===== config.mk =====
export PLATFORM = sky130hd
export DESIGN_NAME = ofifo
export DESIGN_NICKNAME = d
export VERILOG_FILES = /design/src/rtl/ofifo.sv
export SDC_FILE = /design/constraint.sdc
export NUM_CORES = 2
export LEC_CHECK = 0
export BUFFER_PORTS_ARGS = -buffer_cell sky130_fd_sc_hd__buf_2
export CORE_ASPECT_RATIO = 1.75
export CORE_MARGIN = 4
export CORE_UTILIZATION = 40
export CTS_BUF_LIST = sky130_fd_sc_hd__clkbuf_8
export CTS_CLUSTER_DIAMETER = 120
export CTS_CLUSTER_SIZE = 40
export DETAILED_ROUTE_END_ITERATION = 10
export GPL_ROUTABILITY_DRIVEN = 1
export HOLD_SLACK_MARGIN = 0.06
export PLACE_DENSITY = 0.56
export RECOVER_POWER = 100
export SYNTH_ARGS = -nofsm -noshare
export SYNTH_HDL_FRONTEND = slang
export SYNTH_SLANG_ARGS = --single-unit

===== constraint.sdc =====
create_clock -name clk -period 73.7 [get_ports clk]
set_input_delay 11.055 -clock clk [delete_from_list [all_inputs] [get_ports clk]]
set_output_delay 11.055 -clock clk [all_outputs]
set_load 0.05 [all_outputs]

===== src/rtl/ofifo.sv =====
// Output FIFO for a MAC array: one independent circular buffer per column,
// written per-lane as partial sums drain out, popped a full row at a time.
// Head words fall through combinationally.

module ofifo_lane #(
  parameter int bw    = 16,
  parameter int depth = 16
) (
  input  logic          clk,
  input  logic          reset,
  input  logic [bw-1:0] i_din,
  input  logic          i_wr,
  input  logic          i_pop,
  output logic [bw-1:0] o_dout,
  output logic          o_nempty,
  output logic          o_full
);
  localparam int AW = $clog2(depth);
  localparam int CW = AW + 1;
  localparam logic [CW-1:0] FULL_CNT = CW'(depth);

  logic [bw-1:0] r_mem [depth];
  logic [AW-1:0] r_wptr, r_rptr;
  logic [CW-1:0] r_cnt;
  logic          w_push;

  // A push to a full lane is dropped even if a row pop happens this cycle.
  assign w_push   = i_wr && (r_cnt != FULL_CNT);
  assign o_dout   = r_mem[r_rptr];
  assign o_nempty = (r_cnt != '0);
  assign o_full   = (r_cnt == FULL_CNT);

  // Storage write; cleared on reset so the fall-through head reads zero.
  always_ff @(posedge clk or posedge reset) begin
    if (reset) begin
      for (int k = 0; k < depth; k++) r_mem[k] <= '0;
    end else if (w_push) begin
      r_mem[r_wptr] <= i_din;
    end
  end

  // Pointer and occupancy update; power-of-two depth makes wrap implicit.
  always_ff @(posedge clk or posedge reset) begin
    if (reset) begin
      r_wptr <= '0;
      r_rptr <= '0;
      r_cnt  <= '0;
    end else begin
      if (w_push) r_wptr <= r_wptr + 1'b1;
      if (i_pop)  r_rptr <= r_rptr + 1'b1;
      case ({w_push, i_pop})
        2'b10:   r_cnt <= r_cnt + 1'b1;
        2'b01:   r_cnt <= r_cnt - 1'b1;
        default: r_cnt <= r_cnt;
      endcase
    end
  end
endmodule

module ofifo #(
  parameter int col   = 8,
  parameter int bw    = 16,
  parameter int depth = 16
) (
  input  logic              clk,
  input  logic              reset,
  input  logic [col*bw-1:0] in,
  input  logic [col-1:0]    wr,
  input  logic              rd,
  output logic [col*bw-1:0] out,
  output logic              o_full,
  output logic              o_ready,
  output logic              o_valid
);
  logic [col-1:0][bw-1:0] w_din, w_dout;
  logic [col-1:0]         w_nempty, w_full;
  logic                   w_pop;

  assign w_din   = in;
  assign out     = w_dout;
  assign o_valid = &w_nempty;
  assign o_full  = |w_full;
  assign o_ready = ~o_full;
  // Row pop only when every lane has a word; otherwise ignored everywhere.
  assign w_pop   = rd & o_valid;

  for (genvar g = 0; g < col; g++) begin : g_lane
    ofifo_lane #(.bw(bw), .depth(depth)) u_lane (
      .clk     (clk),
      .reset   (reset),
      .i_din   (w_din[g]),
      .i_wr    (wr[g]),
      .i_pop   (w_pop),
      .o_dout  (w_dout[g]),
      .o_nempty(w_nempty[g]),
      .o_full  (w_full[g])
    );
  end
endmodule


After elaboration in Yosys (flattened, before gate mapping)

Index checks and enable logic that the tools add are counted.

Add/subtract/negate cells: 32
Order comparisons: 24
Equal/unequal tests: 32
Multiplexer cells: 56
Bitwise operators: 18
Reductions and logical operators: 34

Operators by type and width:

| operator                                                                     | count |
|---|---|
| 256-bit bitwise mux                                                          | 8 |
| 16-bit binary-select mux with 4-bit select                                   | 8 |
| 16-bit demux with 4-bit select                                               | 8 |
| 16-bit 2-to-1 mux                                                            | 24 |
| 5-bit greater-or-equal comparator, second input constant                     | 16 |
| 4-bit inverter with 5-bit output                                             | 16 |
| 5-bit one-hot mux with 2 select lines                                        | 8 |
| 4-bit by 1-bit adder with 4-bit output, second input constant                | 16 |
| 5-bit by 1-bit adder with 5-bit output, second input constant                | 8 |
| 5-bit equality test, second input constant                                   | 8 |
| 5-bit by 1-bit less-than comparator with 1-bit output, second input constant | 8 |
| 5-bit != test, second input constant                                         | 8 |
| 5-bit nonzero test                                                           | 8 |
| 5-bit by 1-bit subtractor with 5-bit output, second input constant           | 8 |
| 2-bit by 1-bit equality test with 1-bit output, second input constant        | 8 |
| 2-bit equality test, second input constant                                   | 8 |
| 1-bit logical AND                                                            | 16 |
| 2-bit nonzero test                                                           | 8 |
| 8-bit AND reduction                                                          | 1 |
| 8-bit OR reduction                                                           | 1 |
| 1-bit bitwise AND                                                            | 1 |
| 1-bit inverter                                                               | 1 |

Register bits after elaboration: 2,152

Logic depth before layout (Yosys ltp)

Word-level depth: 6
Mapped depth: 15
Mapped depth without buffers: 13

Hierarchy

Synthesis repeated with hierarchy kept, for this count alone.

Cell total of the unflattened synthesis: 6,222
Area, all modules: 100,072.2 um2

Modules (own cells, without submodules):

| module                             | instances | cells an instance | area an instance (um2) |
|---|---|---|---|
| ofifo_lane at g_lane[0].u_lane ... | 7         | 775               | 12,446.9 |
| ofifo_lane at g_lane[7].u_lane     | 1         | 788               | 12,896.1 |
| ofifo                              | 1         | 9                 | 47.5 |

Least setup slack after synthesis

OpenSTA, ideal clock, no wires.

Path kind: reg-to-output
Start: register g_lane[2].u_lane.r_rptr[1]
End: output port out[32]
Data arrival time: 2,467 ps
Path slack: 60,178 ps
Cell stages (with the launch flop): 7
Cell sequence: dfrtp_1 -> clkbuf_1 -> clkbuf_1 -> buf_1 -> clkbuf_1 -> a211oi_1 -> a21oi_1

Longest elaborated chain between the ends: 4

RTL lines:

| item                                                   | RTL line | text |
|---|---|---|
| start: declaration                                     | 23       | `logic [AW-1:0] r_wptr, r_rptr;` |
| start signal: assignment                               | 50       | `if (i_pop) r_rptr <= r_rptr + 1'b1;` |
| 4-bit inverter with 5-bit output (implied by the code) | 29       | `assign o_dout = r_mem[r_rptr];` |
| 16-bit binary-select mux with 4-bit select             | 29       |  |
| 16-bit 2-to-1 mux (implied by the code) (2 in a row)   | 29       |  |
| end: declaration                                       | 70       | `output logic [col*bw-1:0] out,` |

Every way passes these cells. The select of a mux whose other input is x is not followed.

==> reports/results.tsv <==
stage	metric	value	unit
yosys	Post-Synth XOR/XNOR Area	0.00726	
timing	setup_tns	0	ns
clock_network	cts bufs inserted	61	
min_path	worst min-delay path category	reg2reg	
yosys	Post-Synthesis Cell Area	100000	um2
pwr	PwrDens	47.1	nW/um2
pwr	Max VDD drop	39.5	uV
critical_path	critical path arrival	34.44	ns
timing	Fin. Hold Viols	0	
die	num rows	242	
layout	Register Area	53900	um2
layout	Area Growth Syn to Fin	2.68	%
timing	unrepaired setup endpoints after global routing	no	
clock_network	CTS tree	yes	
routing	DRT antenna net count	0	
yosys	Synth async-reset ratio	1.00	
die	core area	249000	um2
routing	routed len/inst	26.0	um
clock_network	CTS root buf	clkbuf_8	
min_path	origin of the worst min-delay path	g_lane[7].u_lane.r_rptr[3]	
yosys	Post-Syn Area per Cell	15.8	um2
critical_path	Max FO, Critical Path	137	
clock_network	post-CTS setup buffer count	0	
timing	measured slew at the worst slew-check pin	10.17	ns
yosys	Post-synth EDFFs	0	
place	Cells after DPL	9476	
critical_path	R2R Setup Slk	66.65	ns
clock_network	Longest Clk Path Bufs	3	
yosys	largest family of logic cells by synthesized area	multiplexers	
critical_path	max incr delay on CP	5.38	ns
grt	vias in the first global route	58600	
critical_path	worst path cell trace	buf_2 -> clkinvlp_2 -> clkbuf_1 -> clkbuf_1 -> clkbuf_1 -> clkbuf_1 -> clkbuf_1 -> clkbuf_1	
clock_network	CTS Hold Bufs	0	
critical_path	crit-path most repeated cell	clkbuf_1	
yosys	simple-gate share of the synthesized area	0.0253	
yosys	Netlist cell types	47	
place	IO buf count	269	
timing	Final Cycle Share	0.464	
timing	setup violators final	0	
grt	first-pass GRT wire length	381	mm
yosys	complex-gate fraction of the synthesized area	0.0214	
yosys	Ys Warns	0	
clock_network	post_cts resized	0	
clock_network	clk_lat worst skew	1.02	ns
yosys	Syn Nets	6546	
die	Die ar.	259000	um2
place	DP Wirelength	150	mm
yosys	Gate Count Post-Synth	6327	
routing	Via density	5.57	
die	starting density of the core	0.403	
flow_run	Max Cap Viol	83	
outcome	violated checks	max-capacitance violations, max-slew violations	
critical_path	crit start category	input pin	
yosys	Primary FF master, synth	dfrtp_1	
layout	share of cells above drive strength 1	0.414	
clock_network	clock sink total	2152	
min_path	Worst Hold Endpoint	g_lane[7].u_lane.r_rptr[3]	
routing	Remaining DRCs	0	
clock_network	Clock transition at path regs	0.23	ns
routing	drt first-iter violations	2412	
yosys	sequential area share after synthesis	0.538	
critical_path	reg2reg end	g_lane[6].u_lane.r_cnt[4]	
yosys	FF+latch count, synth	2152	
timing	Final Skew	0.0801	ns
critical_path	CP endpoint kind	async pin	
grt	grt ovf	0	
routing	total wire length	249	mm
critical_path	Required @ worst endpoint	73.91	ns
layout	# nets final	6464	
routing	1st-pass router iterations	5	
routing	vias	53300	
die	# IOs	270	
timing	min Tclk post-route	34.22	ns
layout	Fillers	22900	
yosys	Synth Area in Adders	0.0106	
yosys	mux cell area share after synthesis	0.368	
min_path	cell depth of the worst hold path	1	
critical_path	Crit Path Class	in2async	
grt	gr usage total	0.192	
critical_path	FF-to-FF path depth	13	
die	die width	386	um
layout	fin cells	9571	
place	Placer Congestion	0.728	
clock_network	htree depth	2	
timing	Slew headroom	-5.78	
timing	achievable frequency	29.2	MHz
grt	initial antenna violation count	45	
timing	Pins Over Slew Limit	3390	
critical_path	crit path max-delay cell type	clkbuf_1	
layout	multi-input gate area in the final layout	41800	um2
pwr	leak pwr	0.0445	uW
die	DIE HEIGHT	670	um
outcome	outcome	complete, but fails checks	
grt	largest net degree at the start of global routing	192	
critical_path	Worst R2R Start	g_lane[2].u_lane.r_cnt[0]	
[Yosys cell counts, drive strengths merged, types with 31 or more instances]
master,n,share of area
inv,56,0.0023
xor2,31,0.0027
a21oi,96,0.0048
nand4,41,0.0032
o21ai,80,0.0040
mux4,480,0.11
nand2,107,0.0058
a221oi,48,0.0042
dfrtp,2152,0.54
xnor2,52,0.0045
a22oi,34,0.0025
buf,241,0.017
mux2,2075,0.24
ha,72,0.0090
nor2b,83,0.0052
mux2i,178,0.018
a211oi,64,0.0048
clkbuf,269,0.010
nand3,81,0.0068
[worst max-delay path: cells and delay by family]
| family | cells | cell delay [ns] |
|---|---|---|
| buf+inv | 8 | 23.02 |
[state kept, by name, indices dropped and copies added (netlist names)]
| signal | cells |
|---|---|
| g_lane.u_lane.r_mem | 2048 |
| g_lane.u_lane.r_wptr | 32 |
| g_lane.u_lane.r_rptr | 32 |
| g_lane.u_lane.r_cnt | 40 |
[cells by family (layout without fill, tap and decap cells)]
| logic type | count (synthesis) | count (layout) |
|---|---|---|
| other cells | 0 | 17 |
| fa+ha+maj | 80 | 80 |
| buf+inv | 567 | 500 |
| compound gates | 335 | 335 |
| flops | 2152 | 2152 |
| xor+xnor | 83 | 83 |
| simple gates | 377 | 377 |
| mux | 2733 | 2733 |
[report_power, final]
group	leakage (uW)	internal, uW	switching, uW
logic	0.0174	1130	1200
registers	0.0266	1740	339
clock network	0.000545	84.0	352
[layout by cell type (no fill, tap or decap), types with 8 or more instances in the layout]
cell type	n
dfrtp_1	2137
a221oi_1	48
nor2b_1	81
mux2_2	1835
dfrtp_2	10
diode_2	17
o21ai_0	80
mux2i_1	178
nor2_1	20
buf_4	26
nand2_1	107
xor2_1	31
nor3_1	13
a22oi_1	34
mux2_1	240
inv_1	59
a21o_1	10
a21oi_1	96
clkbuf_1	186
nand3_1	81
buf_2	153
ha_1	72
fa_1	8
a211oi_1	64
xnor2_1	52
nand4_1	40
clkbuf_8	62
mux4_2	480
[final cells by class]
type	instances	area share
clock buffer	62	0.00830
sequential	2152	0.524
timing repair buffer	365	0.0161
tap	3294	0.0401
inverter	57	0.00212
antenna	17	0.000414
multi-input combinational	3608	0.407
clock inverter	16	0.00172
[per-layer routing]
| layer | share of wire | track usage | wire (um) |
|---|---|---|---|
| met1 | 0.41 | 0.243 | 103000 |
| met2 | 0.53 | 0.351 | 132000 |
| met3 | 0.035 | 0.0270 | 8750 |
| met4 | 0.020 | 0.0362 | 4880 |
| met5 | 0.00077 | 0 | 192 |
[through the flow]
step	instance area, um2	utilization	total power [uW]	setup slack [ns]	hold slack, ns
2_1_floorplan	100000	-	3970	1.85	0.469
3_3_place_gp	104000	0.417	4480	56.52	0.459
3_5_place_dp	104000	0.417	4570	56.22	0.467
4_1_cts	105000	0.421	5000	57.43	0.497
5_1_grt	103000	0.413	5170	34.34	0.513
6_report	103000	0.413	4850	39.48	0.495
[worst max-delay path by stage]
stage	slack [ns]	end	cells past startpoint	from
after floorplan	1.85	g_lane[0].u_lane.r_cnt[0]	1	reset
after global placement	56.52	g_lane[4].u_lane.r_mem[133]	8	reset
after detailed placement	56.22	g_lane[4].u_lane.r_mem[213]	8	reset
after CTS	57.43	g_lane[4].u_lane.r_mem[50]	8	reset
after global routing	34.34	g_lane[4].u_lane.r_mem[50]	8	reset
final	39.48	g_lane[4].u_lane.r_mem[34]	8	reset
Note: power is estimated with default switching activity, not from simulation.
